===== src/rtl/debug_cmd_arbiter.sv =====
// Two-requester debug command arbiter: round-robin command grant, one-shot issue
// to the debug port, response forwarding with length cap, timeout and guard cycle.
module debug_cmd_arbiter #(
  parameter int TIMEOUT_CYCLES = 16,
  parameter int MAX_RESP_LEN   = 16
) (
  input  logic       clk,
  input  logic       rst_n,
  input  logic [7:0] req0_cmd_i,
  input  logic       req0_cmd_valid_i,
  output logic       req0_cmd_ready_o,
  output logic [7:0] req0_resp_o,
  output logic       req0_resp_valid_o,
  output logic       req0_resp_last_o,
  input  logic [7:0] req1_cmd_i,
  input  logic       req1_cmd_valid_i,
  output logic       req1_cmd_ready_o,
  output logic [7:0] req1_resp_o,
  output logic       req1_resp_valid_o,
  output logic       req1_resp_last_o,
  output logic [7:0] dbg_cmd_o,
  output logic       dbg_cmd_valid_o,
  input  logic [7:0] dbg_resp_i,
  input  logic       dbg_resp_valid_i,
  output logic [1:0] grant_o,
  output logic       busy_o,
  output logic [7:0] timeout_count_o
);
  localparam int CW = $clog2(MAX_RESP_LEN + 1);

  typedef enum logic [2:0] {IDLE, ISSUE, WAIT_RESP, STREAM, FLUSH, TO_RESP, GUARD} state_e;

  state_e          state_q;
  logic            prio_q;        // requester that wins a tie (the one not served last)
  logic [1:0]      grant_q;
  logic [7:0]      dbg_cmd_q;
  logic            dbg_cmd_valid_q;
  logic [7:0]      hold_q;
  logic [CW-1:0]   cnt_q;
  logic [7:0]      tcnt_q;
  logic [7:0]      resp_q;
  logic [1:0]      rvld_q;
  logic [1:0]      rlast_q;
  logic [7:0]      tocnt_q;

  logic [1:0] req_vld;
  logic [1:0] ready;
  logic       sel;
  logic [7:0] sel_cmd;

  assign req_vld = {req1_cmd_valid_i, req0_cmd_valid_i};

  always_comb begin
    sel = prio_q;
    if (!req_vld[prio_q]) sel = ~prio_q;
    ready = 2'b00;
    if (state_q == IDLE) ready[sel] = req_vld[sel];
    sel_cmd = sel ? req1_cmd_i : req0_cmd_i;
  end

  always_ff @(posedge clk or negedge rst_n) begin
    if (!rst_n) begin
      state_q         <= IDLE;
      prio_q          <= 1'b0;
      grant_q         <= 2'b00;
      dbg_cmd_q       <= 8'h00;
      dbg_cmd_valid_q <= 1'b0;
      hold_q          <= 8'h00;
      cnt_q           <= '0;
      tcnt_q          <= 8'h00;
      resp_q          <= 8'h00;
      rvld_q          <= 2'b00;
      rlast_q         <= 2'b00;
      tocnt_q         <= 8'h00;
    end else begin
      dbg_cmd_valid_q <= 1'b0;
      rvld_q          <= 2'b00;
      rlast_q         <= 2'b00;
      case (state_q)
        IDLE: if (|ready) begin
          dbg_cmd_q       <= sel_cmd;
          dbg_cmd_valid_q <= 1'b1;
          grant_q         <= sel ? 2'b10 : 2'b01;
          prio_q          <= ~sel;
          state_q         <= ISSUE;
        end
        ISSUE: begin
          tcnt_q  <= 8'h00;
          state_q <= WAIT_RESP;
        end
        WAIT_RESP: begin
          if (dbg_resp_valid_i) begin
            hold_q <= dbg_resp_i;
            cnt_q  <= CW'(1);
            if (MAX_RESP_LEN == 1) state_q <= FLUSH;
            else                   state_q <= STREAM;
          end else if (tcnt_q == 8'(TIMEOUT_CYCLES - 1)) begin
            state_q <= TO_RESP;
          end else begin
            tcnt_q <= tcnt_q + 8'd1;
          end
        end
        STREAM: begin
          // Held byte goes out as the next one arrives, so the final byte is known to be last.
          if (dbg_resp_valid_i) begin
            resp_q <= hold_q;
            rvld_q <= grant_q;
            hold_q <= dbg_resp_i;
            cnt_q  <= cnt_q + 1'b1;
            if (cnt_q == CW'(MAX_RESP_LEN - 1)) state_q <= FLUSH;
          end else begin
            state_q <= FLUSH;
          end
        end
        FLUSH: begin
          resp_q  <= hold_q;
          rvld_q  <= grant_q;
          rlast_q <= grant_q;
          state_q <= GUARD;
        end
        TO_RESP: begin
          resp_q  <= 8'hFE;
          rvld_q  <= grant_q;
          rlast_q <= grant_q;
          if (tocnt_q != 8'hFF) tocnt_q <= tocnt_q + 8'd1;
          state_q <= GUARD;
        end
        GUARD: begin
          grant_q <= 2'b00;
          state_q <= IDLE;
        end
        default: state_q <= IDLE;
      endcase
    end
  end

  assign req0_cmd_ready_o  = ready[0];
  assign req1_cmd_ready_o  = ready[1];
  assign req0_resp_o       = resp_q;
  assign req1_resp_o       = resp_q;
  assign req0_resp_valid_o = rvld_q[0];
  assign req1_resp_valid_o = rvld_q[1];
  assign req0_resp_last_o  = rlast_q[0];
  assign req1_resp_last_o  = rlast_q[1];
  assign dbg_cmd_o         = dbg_cmd_q;
  assign dbg_cmd_valid_o   = dbg_cmd_valid_q;
  assign grant_o           = grant_q;
  assign busy_o            = (state_q != IDLE);
  assign timeout_count_o   = tocnt_q;
endmodule


===== config.mk =====
export PLATFORM = sky130hd
export DESIGN_NAME = debug_cmd_arbiter
export DESIGN_NICKNAME = d
export VERILOG_FILES = /design/src/rtl/debug_cmd_arbiter.sv
export SDC_FILE = /design/constraint.sdc
export NUM_CORES = 1
export LEC_CHECK = 0
export BUFFER_PORTS_ARGS = -buffer_cell sky130_fd_sc_hd__buf_2
export CORE_AREA = 5 5 73 92
export CTS_BUF_LIST = sky130_fd_sc_hd__clkbuf_8 sky130_fd_sc_hd__clkbuf_16
export DETAILED_ROUTE_END_ITERATION = 8
export DIE_AREA = 0 0 78 97
export PLACE_DENSITY = 0.82
export SKIP_LAST_GASP = 1
export SLEW_MARGIN = 20
export SYNTH_ARGS = -nofsm -noshare
export SYNTH_HDL_FRONTEND = slang
export SYNTH_SLANG_ARGS = --single-unit

===== constraint.sdc =====
create_clock -name clk -period 1.6 [get_ports clk]
set_input_delay 0.32 -clock clk [delete_from_list [all_inputs] [get_ports clk]]
set_output_delay 0.32 -clock clk [all_outputs]
set_load 0.01 [all_outputs]

==> metrics.md <==
| Metric | Value |
|---|---|
| Final Cycle Share | 121% |
| Least-Margin Pin Slew | 0.319 ns |
| Largest family of logic cells by synthesized area | simple AND/OR/NAND/NOR gates |
| Root Buffer | clkbuf_8 |
| # IOs | 71 |
| Post-DP HPWL | 4.32 mm |
| Busiest grt layer | met2 |
| CP max-delay cell | dfrtp_1 |
| PD cells | 1760 mW/mm^2 |
| DP Area | 0.00327 sq mm |
| Worst Skew | 0.0121 ns |
| Max Cap Viol | 0 |
| Syn Area/Cell | 10.4 sq um |
| Yosys warns | 0 |
| Top cells by area, synth | dfrtp_1 (53%), nand2_1 (6.3%), mux2i_1 (6.1%) |
| CP max stage delay | 0.41 ns |
| TritonCTS clock tree | yes |
| Status | finished, violations left |
| Mux contribution to synthesized area | 7.88% |
| Final Setup Violations | 15 |
| Vias | 2214 |
| Hold Slack | -0.0217 ns |
| CP Capture Type | output pin |
| Compound-gate portion of the synthesized area | 10.7% |
| First-pass GRT wire length | 10.2 mm |
| Number of global-route vias before repair | 2223 |
| Synth cell types | 47 |
| Post-Syn Nets | 286 |
| Sink Count | 56 |
| Post-synthesis adder-cell area fraction | 1.90% |
| DR vias/cell | 5.25 |
| Initial DRC Count | 127 |
| Initial Util | 46.2% |
| Wire per inst | 15.0 um |
| Final ANT Viol Nets | 0 |
| Final Hold Vio Count | 13 |
| Post-Syn Instances | 253 |
| Grt met1 use | 19.4% |
| Worst Hold Class | in -> async |
| Peak VDD IR | 0.000991 V |
| Share of Yosys cell area claimed by the top area cell type | 53.2% |
| DR DRC count | 0 |
| Final total power | 6190 uW |
| Met2 Use GR | 28.5% |
| I/O Buffers | 70 |
| Die height | 97 um |
| Gr ovfl total | 0 |
| Synthesized area | 0.00264 sq mm |
| Standard-cell rows | 31 |
| GR met3 Demand/Resource | 3.16% |
| CP max FO | 3 |
| Required @ worst endpoint | 1.28 ns |
| Final Max Tran Viols | 0 |
| Post-Synth Simple-Gate Area | 19.9% |
| Initial antenna violation count | 0 |
| Crit-path cells | or3_4 -> or2_4 -> inv_2 -> and2_4 -> buf_6 |
| Clk_lat worst skew | 0.31 ns |
| Largest net degree at the start of global routing | 57 |
| Min Clock Period, post-route | 1.93 ns |
| Pre-antenna DRT Iters | 4 |
| Final setup margin | -0.333 ns |
| Max Root-Sink Buffers | 2 |
| Startpoint types | flip-flop |
| Total core area | 0.00570 sq mm |
| #FFs+latches synth | 56 |
| GRT Total Usage | 16.2% |
| Most frequent cell after synthesis | dfrtp_1 |
| Layout cell share with drive strength beyond 1 | 39.9% |
| Num CTS Buffers | 5 |
| Worst slew margin | 78.6% |
| Clock-pin slew on the worst setup and hold paths | 0.10 ns |
| Fmax | 517 MHz |
| Largest area contributor in the netlist | dfrtp_1 |
| Gp weighted congestion | 0.796 |
| RSZ-0062 raised after global routing | true |
| EDFF count, synth | 0 |
| # hold bufs at CTS | 0 |
| Main synth FF type | dfrtp_1 |
| Area Growth Syn to Fin | 33.6% |
| Failing checks | hold timing, setup timing |
| Worst Path Arrival | 1.61 ns |
| Synth async-reset ratio | 100% |
| H-tree levels | 2 |
| Fin area | 0.00352 sq mm |
| Setup TNS | -2.00 ns |
| Synth Area in XOR/XNOR | 1.33% |
| Fillers | 473 |
| Critical path class | reg -> out |
| Die Area | 0.00757 sq mm |
| Die width | 78 um |
| Ant diodes | 0 |
| Seq/Total Area, Yosys | 53.2% |
| Commonest cells in the netlist | dfrtp_1 (56), nand2_1 (44), a21oi_1 (16), mux2i_1 (16), nor2_1 (15) |
| Final wirelength | 6.31 mm |
| Leak | 0.00187 uW |
| Fin nets | 388 |
[where the power goes]
group	internal (uW)	switching (uW)
Sequential	1960	389
Clock	307	468
Combinational	1550	1510
[through the flow]
step	std cells	worst slack, ns	hold slack (ns)	utilization [%]
2_1_floorplan	253	-0.143	0.0244	-
3_3_place_gp	407	-0.0663	0.338	57.3
3_5_place_dp	407	-0.121	0.345	57.3
4_1_cts	419	-0.346	0.00520	59.8
5_1_grt	422	-0.400	-0.00322	61.8
6_report	422	-0.333	-0.0217	61.8
[registers in the layout, summed over array words and instances, names as in the netlist]
| signal | cells |
|---|---|
| dbg_cmd_valid_o | 1 |
| dbg_cmd_o | 8 |
| prio_q | 1 |
| rlast_q | 2 |
| grant_o | 2 |
| req0_resp_o | 8 |
| state_q | 3 |
| rvld_q | 2 |
| tcnt_q | 8 |
| cnt_q | 5 |
| hold_q | 8 |
| timeout_count_o | 8 |
[kinds of logic (layout without fill, tap and decap cells)]
group	after synthesis	after routing
AO/OA/AOI/OAI	40	40
buffers and inverters	23	126
multiplexers	20	20
adder cells (fa/ha/maj)	4	4
XOR/XNOR	4	4
flip-flops	56	56
AND/OR/NAND/NOR	106	106
[routing by layer]
layer  share of wire, %  vias to the layer above
met5                  0                        -
met3                5.2                       10
met2                 53                       63
met1                 39                     1064
met4                2.1                        0
li1                   -                     1077
[final cells by class]
class / instances / area (sq um) / share of cell area, %
multi-input cells: 174 / 1180 / 33.6
clock inverters: 3 / 20.0 / 0.569
inverters: 6 / 22.5 / 0.640
well taps: 66 / 82.6 / 2.35
clock buffers: 5 / 68.8 / 1.95
flip-flops and latches: 56 / 1400 / 39.8
repair buffers: 112 / 743 / 21.1
[placed cells by master, fill, tap and decap left out, types with 4 or more instances in the layout]
cell type   n
and2_1      5
and3_1      6
buf_4      31
nand3_1     8
buf_6       8
nor2b_1     4
ha_1        4
o21ai_0     5
a21oi_1    14
buf_2      69
nor3_1      4
nor2_1     14
nand4_1     4
nand2_1    44
mux2i_1    16
dfrtp_1    56
clkbuf_8    5
inv_1       6
[critical path, delay by kind of cell (launching register included)]
family / cells / cell delay, ns
buffers and inverters: 2 / 0.15
flip-flops: 1 / 0.41
AND/OR/NAND/NOR: 3 / 0.75
[worst paths after layout]
| check | from | endpoint | slack, ns | cells after the start |
|---|---|---|---|---|
| worst max-delay path | state_q[0] | req0_cmd_ready_o | -0.33 | 5 |
| worst min-delay path | rst_n | tcnt_q[5] | -0.02 | 2 |
| worst max register to register | state_q[2] | tcnt_q[2] | -0.15 | 5 |
| worst min register to register | hold_q[2] | hold_q[2] | 0.49 | 2 |
| max in group asynchronous | rst_n | state_q[0] | 1.36 | 2 |
| min in group clk | dbg_resp_i[6] | hold_q[6] | 0.19 | 3 |
[repair_timing]
action,4_1_cts,5_1_grt
resized for setup,6,23
setup endpoints to repair,23,35
setup buffers,4,3
gates cloned,0,1
pin swaps,4,13
Note: power is estimated with default switching activity, not from simulation.
